## src/rtl/easyaxi_run_ctrl_if.sv

```systemverilog
// easyaxi_run_ctrl_if: control/status bundle between the run controller and its environment.
// Latency: none, plain wires.
// Backpressure: none; levels and one-cycle pulses only, no handshake.
//
// Signals:
//   start       one-cycle pulse, launches a run from IDLE, DONE or TOUT
//   abort       one-cycle pulse, drops all enables and returns to IDLE
//   auto_start  static strap, IDLE launches without a start pulse
//   ch_done     per-channel completion level
//   ch_en       per-channel enable to the EasyAXI masters
//   busy        high while settling, ramping or running
//   done        sticky completion flag
//   timeout     sticky watchdog-expiry flag
//   run_cycles  captured run length (zero unless cycle capture is built in)
//
// Modports: master = environment side (drives requests, observes status),
//           slave  = run controller side.
interface easyaxi_run_ctrl_if #(
  parameter int NUM_CH = 2,
  parameter int CNT_W  = 16
);
  logic              start;
  logic              abort;
  logic              auto_start;
  logic [NUM_CH-1:0] ch_done;
  logic [NUM_CH-1:0] ch_en;
  logic              busy;
  logic              done;
  logic              timeout;
  logic [CNT_W-1:0]  run_cycles;

  modport master (
    output start, abort, auto_start, ch_done,
    input  ch_en, busy, done, timeout, run_cycles
  );

  modport slave (
    input  start, abort, auto_start, ch_done,
    output ch_en, busy, done, timeout, run_cycles
  );
endinterface

```

## src/rtl/easyaxi_run_ctrl.sv

```systemverilog
// easyaxi_run_ctrl: reset/enable sequencer with completion/timeout watchdog for EasyAXI.
// Latency: first ch_en SETTLE_CYC+1 cycles after launch; status flags one cycle after the deciding sample.
// Backpressure: none; start while busy is dropped, abort always wins over start.
//
// Ports:
//   clk  system clock
//   rst  asynchronous active-high reset, forces IDLE and clears every output
//   bus  easyaxi_run_ctrl_if.slave (start, abort, auto_start, ch_done in;
//        ch_en, busy, done, timeout, run_cycles out)
//
// Optional feature: define EASYAXI_RUN_CTRL_CYCLE_CAPTURE_EN to build the
// run-length capture register; otherwise run_cycles is tied to zero.
//
// Timing reference (launch edge L, first-enable edge E = L+SETTLE_CYC+1):
//   ch_en[i] rises at E + i*STAGGER_CYC, watchdog reads 0 at E and k at E+k,
//   so a starved run reaches TOUT exactly TIMEOUT_CYC edges after E.
module easyaxi_run_ctrl #(
  parameter int NUM_CH      = 2,
  parameter int SETTLE_CYC  = 5,
  parameter int STAGGER_CYC = 1,
  parameter int TIMEOUT_CYC = 1000,
  parameter int CNT_W       = 16
) (
  input logic               clk,
  input logic               rst,
  easyaxi_run_ctrl_if.slave bus
);

  localparam int IDX_W = (NUM_CH > 1) ? $clog2(NUM_CH) : 1;

  localparam logic [CNT_W-1:0]  SETTLE_LAST  = CNT_W'(SETTLE_CYC - 1);
  localparam logic [CNT_W-1:0]  STAGGER_LAST = CNT_W'(STAGGER_CYC - 1);
  localparam logic [CNT_W-1:0]  TOUT_LAST    = CNT_W'(TIMEOUT_CYC - 1);
  localparam logic [IDX_W-1:0]  IDX_LAST     = IDX_W'(NUM_CH - 1);
  localparam logic [NUM_CH-1:0] EN_ONE       = NUM_CH'(1);

  typedef enum logic [2:0] {
    S_IDLE,
    S_SETTLE,
    S_RAMP,
    S_RUN,
    S_DONE,
    S_TOUT
  } state_e;

  // With no settle delay the launch edge goes straight to RAMP so the first
  // enable still lands SETTLE_CYC+1 = 1 cycle after launch.
  localparam state_e LAUNCH_ST = (SETTLE_CYC == 0) ? S_RAMP : S_SETTLE;

  state_e            state_q;
  logic [CNT_W-1:0]  cnt_q;
  logic [CNT_W-1:0]  wdog_q;
  logic [IDX_W-1:0]  idx_q;
  logic [NUM_CH-1:0] ch_en_q;
  logic              busy_q;
  logic              done_q;
  logic              tout_q;

  logic [CNT_W-1:0]  wdog_d;
  logic              wdog_last;
  logic              run_complete;
  logic              first_en;
  logic              idle_launch;
  logic              term_launch;

`ifdef EASYAXI_RUN_CTRL_CYCLE_CAPTURE_EN
  logic [CNT_W-1:0]  run_cycles_q;
`endif

  // Saturating watchdog increment: a budget near the counter limit must not
  // wrap back and re-arm the timeout compare.
  assign wdog_d       = (wdog_q == {CNT_W{1'b1}}) ? wdog_q : wdog_q + CNT_W'(1);
  assign wdog_last    = (wdog_q == TOUT_LAST);
  // Only enabled channels are looked at; in RUN every channel is enabled.
  assign run_complete = ((bus.ch_done & ch_en_q) == ch_en_q);
  // No enable raised yet means this RAMP cycle is the first-enable cycle.
  assign first_en     = ~|ch_en_q;
  // Abort in the same cycle suppresses any launch.
  assign idle_launch  = (bus.start | bus.auto_start) & ~bus.abort;
  assign term_launch  = bus.start & ~bus.abort;

  always_ff @(posedge clk or posedge rst) begin
    if (rst) begin
      state_q      <= S_IDLE;
      cnt_q        <= '0;
      wdog_q       <= '0;
      idx_q        <= '0;
      ch_en_q      <= '0;
      busy_q       <= 1'b0;
      done_q       <= 1'b0;
      tout_q       <= 1'b0;
`ifdef EASYAXI_RUN_CTRL_CYCLE_CAPTURE_EN
      run_cycles_q <= '0;
`endif
    end else if (bus.abort && (state_q != S_IDLE)) begin
      state_q      <= S_IDLE;
      cnt_q        <= '0;
      idx_q        <= '0;
      ch_en_q      <= '0;
      busy_q       <= 1'b0;
      done_q       <= 1'b0;
      tout_q       <= 1'b0;
`ifdef EASYAXI_RUN_CTRL_CYCLE_CAPTURE_EN
      run_cycles_q <= '0;
`endif
    end else begin
      case (state_q)
        S_IDLE: begin
          cnt_q <= '0;
          if (idle_launch) begin
            state_q <= LAUNCH_ST;
            busy_q  <= 1'b1;
            wdog_q  <= '0;
            idx_q   <= '0;
`ifdef EASYAXI_RUN_CTRL_CYCLE_CAPTURE_EN
            run_cycles_q <= '0;
`endif
          end
        end

        S_SETTLE: begin
          if (cnt_q == SETTLE_LAST) begin
            state_q <= S_RAMP;
            cnt_q   <= '0;
          end else begin
            cnt_q <= cnt_q + CNT_W'(1);
          end
        end

        S_RAMP: begin
          if (first_en) begin
            // Watchdog starts together with the first enable.
            wdog_q <= '0;
            cnt_q  <= '0;
            if ((STAGGER_CYC == 0) || (NUM_CH == 1)) begin
              ch_en_q <= '1;
              state_q <= S_RUN;
            end else begin
              ch_en_q <= EN_ONE;
              idx_q   <= IDX_W'(1);
            end
          end else begin
            wdog_q <= wdog_d;
            if (wdog_last) begin
              // Completion is only judged in RUN, so expiry here is a timeout.
              state_q <= S_TOUT;
              ch_en_q <= '0;
              busy_q  <= 1'b0;
              tout_q  <= 1'b1;
`ifdef EASYAXI_RUN_CTRL_CYCLE_CAPTURE_EN
              run_cycles_q <= wdog_q + CNT_W'(1);
`endif
            end else if (cnt_q == STAGGER_LAST) begin
              ch_en_q <= ch_en_q | (EN_ONE << idx_q);
              cnt_q   <= '0;
              if (idx_q == IDX_LAST) begin
                state_q <= S_RUN;
              end else begin
                idx_q <= idx_q + IDX_W'(1);
              end
            end else begin
              cnt_q <= cnt_q + CNT_W'(1);
            end
          end
        end

        S_RUN: begin
          wdog_q <= wdog_d;
          // Completion is tested first so it wins over a coincident expiry.
          if (run_complete) begin
            state_q <= S_DONE;
            ch_en_q <= '0;
            busy_q  <= 1'b0;
            done_q  <= 1'b1;
`ifdef EASYAXI_RUN_CTRL_CYCLE_CAPTURE_EN
            run_cycles_q <= wdog_q + CNT_W'(1);
`endif
          end else if (wdog_last) begin
            state_q <= S_TOUT;
            ch_en_q <= '0;
            busy_q  <= 1'b0;
            tout_q  <= 1'b1;
`ifdef EASYAXI_RUN_CTRL_CYCLE_CAPTURE_EN
            run_cycles_q <= wdog_q + CNT_W'(1);
`endif
          end
        end

        S_DONE, S_TOUT: begin
          // auto_start deliberately has no effect here; only an explicit start relaunches.
          if (term_launch) begin
            state_q <= LAUNCH_ST;
            busy_q  <= 1'b1;
            done_q  <= 1'b0;
            tout_q  <= 1'b0;
            cnt_q   <= '0;
            wdog_q  <= '0;
            idx_q   <= '0;
`ifdef EASYAXI_RUN_CTRL_CYCLE_CAPTURE_EN
            run_cycles_q <= '0;
`endif
          end
        end

        default: begin
          state_q <= S_IDLE;
          ch_en_q <= '0;
          busy_q  <= 1'b0;
          done_q  <= 1'b0;
          tout_q  <= 1'b0;
        end
      endcase
    end
  end

  assign bus.ch_en   = ch_en_q;
  assign bus.busy    = busy_q;
  assign bus.done    = done_q;
  assign bus.timeout = tout_q;

`ifdef EASYAXI_RUN_CTRL_CYCLE_CAPTURE_EN
  assign bus.run_cycles = run_cycles_q;
`else
  assign bus.run_cycles = '0;
`endif

endmodule

```

## src/flat_wrapper.sv

```systemverilog
// flat-port wrapper written by rule: the top's interface ports become plain ports
module easyaxi_run_ctrl_flat 
#(
  parameter int NUM_CH      = 2,
  parameter int SETTLE_CYC  = 5,
  parameter int STAGGER_CYC = 1,
  parameter int TIMEOUT_CYC = 1000,
  parameter int CNT_W       = 16
)
  (clk, rst, bus_start, bus_abort, bus_auto_start, bus_ch_done, bus_ch_en, bus_busy, bus_done, bus_timeout, bus_run_cycles);
  easyaxi_run_ctrl_if #(.NUM_CH(NUM_CH), .CNT_W(CNT_W)) bus_i ();
  input logic clk;
  input logic rst;
  input wire logic [$bits(bus_i.start)-1:0] bus_start;
  input wire logic [$bits(bus_i.abort)-1:0] bus_abort;
  input wire logic [$bits(bus_i.auto_start)-1:0] bus_auto_start;
  input wire logic [$bits(bus_i.ch_done)-1:0] bus_ch_done;
  output wire logic [$bits(bus_i.ch_en)-1:0] bus_ch_en;
  output wire logic [$bits(bus_i.busy)-1:0] bus_busy;
  output wire logic [$bits(bus_i.done)-1:0] bus_done;
  output wire logic [$bits(bus_i.timeout)-1:0] bus_timeout;
  output wire logic [$bits(bus_i.run_cycles)-1:0] bus_run_cycles;
  assign bus_i.start = bus_start;
  assign bus_i.abort = bus_abort;
  assign bus_i.auto_start = bus_auto_start;
  assign bus_i.ch_done = bus_ch_done;
  assign bus_ch_en = bus_i.ch_en;
  assign bus_busy = bus_i.busy;
  assign bus_done = bus_i.done;
  assign bus_timeout = bus_i.timeout;
  assign bus_run_cycles = bus_i.run_cycles;
  easyaxi_run_ctrl #(.NUM_CH(NUM_CH), .SETTLE_CYC(SETTLE_CYC), .STAGGER_CYC(STAGGER_CYC), .TIMEOUT_CYC(TIMEOUT_CYC), .CNT_W(CNT_W)) u_core (.clk(clk), .rst(rst), .bus(bus_i));
endmodule
```

## config.mk

```make
export PLATFORM = sky130hd
export DESIGN_NAME = easyaxi_run_ctrl_flat
export DESIGN_NICKNAME = d
export VERILOG_FILES = /design/src/rtl/easyaxi_run_ctrl_if.sv /design/src/rtl/easyaxi_run_ctrl.sv /design/src/flat_wrapper.sv
export SDC_FILE = /design/constraint.sdc
export NUM_CORES = 1
export LEC_CHECK = 0
export ABC_AREA = 1
export BUFFER_PORTS_ARGS = -buffer_cell sky130_fd_sc_hd__buf_2
export CORE_MARGIN = 2
export CORE_UTILIZATION = 50
export DETAILED_ROUTE_END_ITERATION = 10
export MAX_ROUTING_LAYER = met4
export PLACE_DENSITY = 0.76
export SLEW_MARGIN = 20
export SYNTH_ARGS = -nofsm -noshare
export SYNTH_HDL_FRONTEND = slang
export SYNTH_SLANG_ARGS = --single-unit
export TNS_END_PERCENT = 10
```

## constraint.sdc

```tcl
create_clock -name clk -period 3.3 [get_ports clk]
set_input_delay 0.66 -clock clk [delete_from_list [all_inputs] [get_ports clk]]
set_output_delay 0.66 -clock clk [all_outputs]
set_load 0.01 [all_outputs]
```

==> flow_metrics.py <==
metrics = {
    "setup_path": {
        "reg2reg_depth": 8,
        "critical_path.cell_chain": "inv_2, nand3_1, nand2_2, nand2_2, nor2_4, nand3_2, inv_1, nor2_1",
        "arrival_ns": 2.40,
        "cp-start-kind": "flop",
        "reg2reg_slack_ns": 1.08,
        "slowest_delay_ns": 0.46,
        "worst_setup_path_end_kind": "flop",
        "cp_max_fo": 17,
        "cp_common_cell": "nand2_2",
        "cp_slowest_cell": "dfrtp_1",
        "worstPathRequired_ns": 3.48,
        "reg2reg_from": "u_core.state_q[1]$_DFFE_PP0P_",
        "r2r_end": "u_core.wdog_q[3]$_DFFE_PP0P_",
        "critical_path_class": "flop to flop",
    },
    "synth": {
        "synth_top_area_cell": "dfrtp_1",
        "netlist_area_sq_um": 3180,
        "syn_inst": 512,
        "synthMuxAreaShare_pct": 0,
        "synth_cell_type_count": 32,
        "synthSimpleGateAreaFrac_pct": 46.0,
        "yosys_register_bits": 41,
        "synthXorXnorAreaFrac_pct": 0.825,
        "synth_top_area_share_pct": 32.2,
        "synthAdderAreaFrac_pct": 1.18,
        "synth.avg_cell_area_sq_um": 6.22,
        "synth_top_family_by_area": "simple AND/OR/NAND/NOR gates",
        "ys_seq_area_share_pct": 32.2,
        "synthTopCellsByArea": "dfrtp_1 (32%), nand2_1 (19%), nand3_1 (9.6%)",
        "synth-compound-area-share_pct": 6.88,
        "yosys_warnings": 0,
    },
    "cts": {
        "ctsResizeCount": 0,
        "htree_levels": 2,
        "clock_latency_ns": 0.29,
        "cts_setup_buffers": 0,
        "cts_root_buf": "clkbuf_8",
        "clockBufferDepth": 2,
        "cts_tree": "yes",
        "clk_pin_slew_ns": 0.09,
        "hold_buffers": 0,
        "cts_inserted_buffers": 5,
        "clock-sinks": 41,
    },
    "floorplan": {
        "io_pins": 28,
        "fp.dieH_um": 83.8,
        "start_util_pct": 51.0,
        "dieArea_sq_um": 7020,
        "die_w_um": 83.8,
        "coreArea_sq_um": 6240,
        "num_rows": 29,
    },
    "grt": {
        "gr-usage-all-layers_pct": 24.1,
        "antenna_found_initial": 0,
        "overflow": 0,
        "grt_max_degree": 27,
        "first_global_vias": 3027,
        "grt_pass1_wl_mm": 13.8,
    },
    "min_path": {
        "hold_path.class": "input pin to asynchronous set/reset pin",
    },
    "routing": {
        "wire_per_inst_um": 12.9,
        "via_per_inst": 5.32,
        "postRouteAntennaNets": 0,
        "routed_wl_mm": 7.78,
        "via_count": 3205,
        "drcViolationCount": 0,
        "drtIter0Drc": 193,
        "dr_wl_met3_um": 375,
        "wl_met1_mm": 3.74,
        "met2_length_mm": 3.59,
        "drt_first_pass_iters": 5,
        "top_layer": "met4",
    },
    "power": {
        "power.share.switching_pct": 47.8,
        "worst_ir_drop_vdd_uv": 293,
        "power_switching_mw": 0.859,
        "combPwrFrac_pct": 45.3,
        "p_int_mw": 0.940,
        "pwr-share-seq_pct": 34.6,
        "p_per_area_nw_per_um2": 539,
        "leakage_nw": 1.77,
        "power_frac_clock_pct": 20.1,
    },
    "status": {
        "status": "finished, final reports clean",
    },
    "timing": {
        "fin_crit_sh_pct": 67.2,
        "min_period_ns": 2.22,
        "hold_viol": 0,
        "finalSetupViolations": 0,
        "fin_worst_skew_ns": 0.00631,
        "fin_ws_ns": 1.08,
        "drv_slew": 0,
        "tightest_slew_ns": 0.603,
        "rsz0062_at_grt": "false",
        "relSlewSlack_pct": 59.6,
        "fin_setup_tns_ns": 0,
        "max_freq_mhz": 451,
        "holdWs_ns": 0.344,
    },
    "finish": {
        "fin_nets": 535,
        "drive_gt1_share_pct": 8.37,
        "final_cell_area_sq_um": 3340,
        "final_cell_mix": "nand2_1 (158), nor2_1 (74), nand3_1 (61)",
        "area_delta_synth_final_pct": 4.79,
        "mostFrequentLayoutCell": "nand2_1",
        "n_antenna_cell": 0,
    },
    "placement": {
        "place_area_sq_um": 3240,
        "routabilityCongestion": 0.909,
        "io_buffers": 11,
        "dp_hpwl_mm": 5.77,
        "pre_cts_ws_ns": 0.938,
    },
    "flow_run": {
        "max_cap_violations": 0,
    },
}
[cells in the mapped netlist]
library cell	instances
conb_1	1
or2_2	1
o2111ai_1	1
ha_1	3
a21oi_2	1
o21ai_0	26
buf_2	1
nand3_1	61
o21ai_1	5
xnor2_1	1
nor2_2	3
clkbuf_1	1
inv_2	6
nand2_2	6
a31oi_1	1
buf_6	2
nand2_1	158
clkinv_1	1
o211ai_1	1
nor3_1	10
xor2_1	2
buf_4	17
nor2_4	2
dfrtp_1	41
inv_1	59
nand3_2	2
nand2_4	3
nand4_1	15
and2_1	1
o21bai_1	1
nor2_1	74
a21oi_1	5
[critical path: cells and delay by family, from the launching register on]
family                 cells  cell delay (ns)
buffers and inverters      2             0.37
flip-flops                 1             0.46
AND/OR/NAND/NOR            6             1.27
[state kept, by name, summed over array words and instances (netlist names)]
| name | flops |
|---|---|
| u_core.cnt_q | 16 |
| u_core.wdog_q | 16 |
| u_core.state_q | 3 |
| u_core.bus.ch_en | 2 |
| u_core.bus.busy | 1 |
| u_core.bus.done | 1 |
| u_core.bus.timeout | 1 |
| u_core.idx_q | 1 |
[worst max path at each step]
stage                                              from                           end  slack [ns]
after floorplan                               bus_abort  u_core.wdog_q[4]$_DFFE_PP0P_        1.58
after global placement                        bus_abort  u_core.wdog_q[1]$_DFFE_PP0P_        1.01
after detailed placement                      bus_abort  u_core.wdog_q[3]$_DFFE_PP0P_        0.94
after CTS                 u_core.state_q[1]$_DFFE_PP0P_  u_core.wdog_q[3]$_DFFE_PP0P_        1.13
after global routing      u_core.state_q[0]$_DFFE_PP0P_  u_core.wdog_q[1]$_DFFE_PP0P_        0.95
final                     u_core.state_q[1]$_DFFE_PP0P_  u_core.wdog_q[3]$_DFFE_PP0P_        1.08
[final cells by class]
type,count,area (sq um)
Fill cell,631,2900
Multi-Input combinational cell,399,1810
Sequential cell,41,1030
Inverter,66,248
Tap cell,77,96.3
Clock buffer,6,82.6
Timing Repair Buffer,12,62.6
Clock inverter,2,13.8
[routing by layer]
layer / track usage [%] / up-vias
met5: - / -
met4: 6.30 / 0
met3: 3.76 / 12
met2: 38.3 / 87
met1: 32.4 / 1483
li1: - / 1623
[cells by family (layout without fill, tap and decap cells)]
| kind of cell | Yosys count | after routing |
|---|---|---|
| xor+xnor | 3 | 3 |
| other cells | 1 | 16 |
| fa+ha+maj | 3 | 3 |
| buf+inv | 87 | 86 |
| compound gates | 41 | 41 |
| flops | 41 | 41 |
| simple gates | 336 | 336 |
[power by group through the flow]
stage / sequential [mW] / clock [mW] / combinational (mW)
final: 0.623 / 0.361 / 0.814
after detailed placement: 0.632 / 0 / 0.802
after global routing: 0.633 / 0.385 / 0.922
after global placement: 0.630 / 0 / 0.784
after CTS: 0.622 / 0.367 / 0.805
after floorplan: 0.625 / 0 / 0.648
[per-stage QoR]
step	instances	util [%]	total power [mW]
2_1_floorplan	527	-	1.27
3_3_place_gp	595	51.9	1.41
3_5_place_dp	595	51.9	1.43
4_1_cts	603	53.5	1.79
5_1_grt	603	53.5	1.94
6_report	603	53.5	1.80
Power figures use the tool's default switching activity.
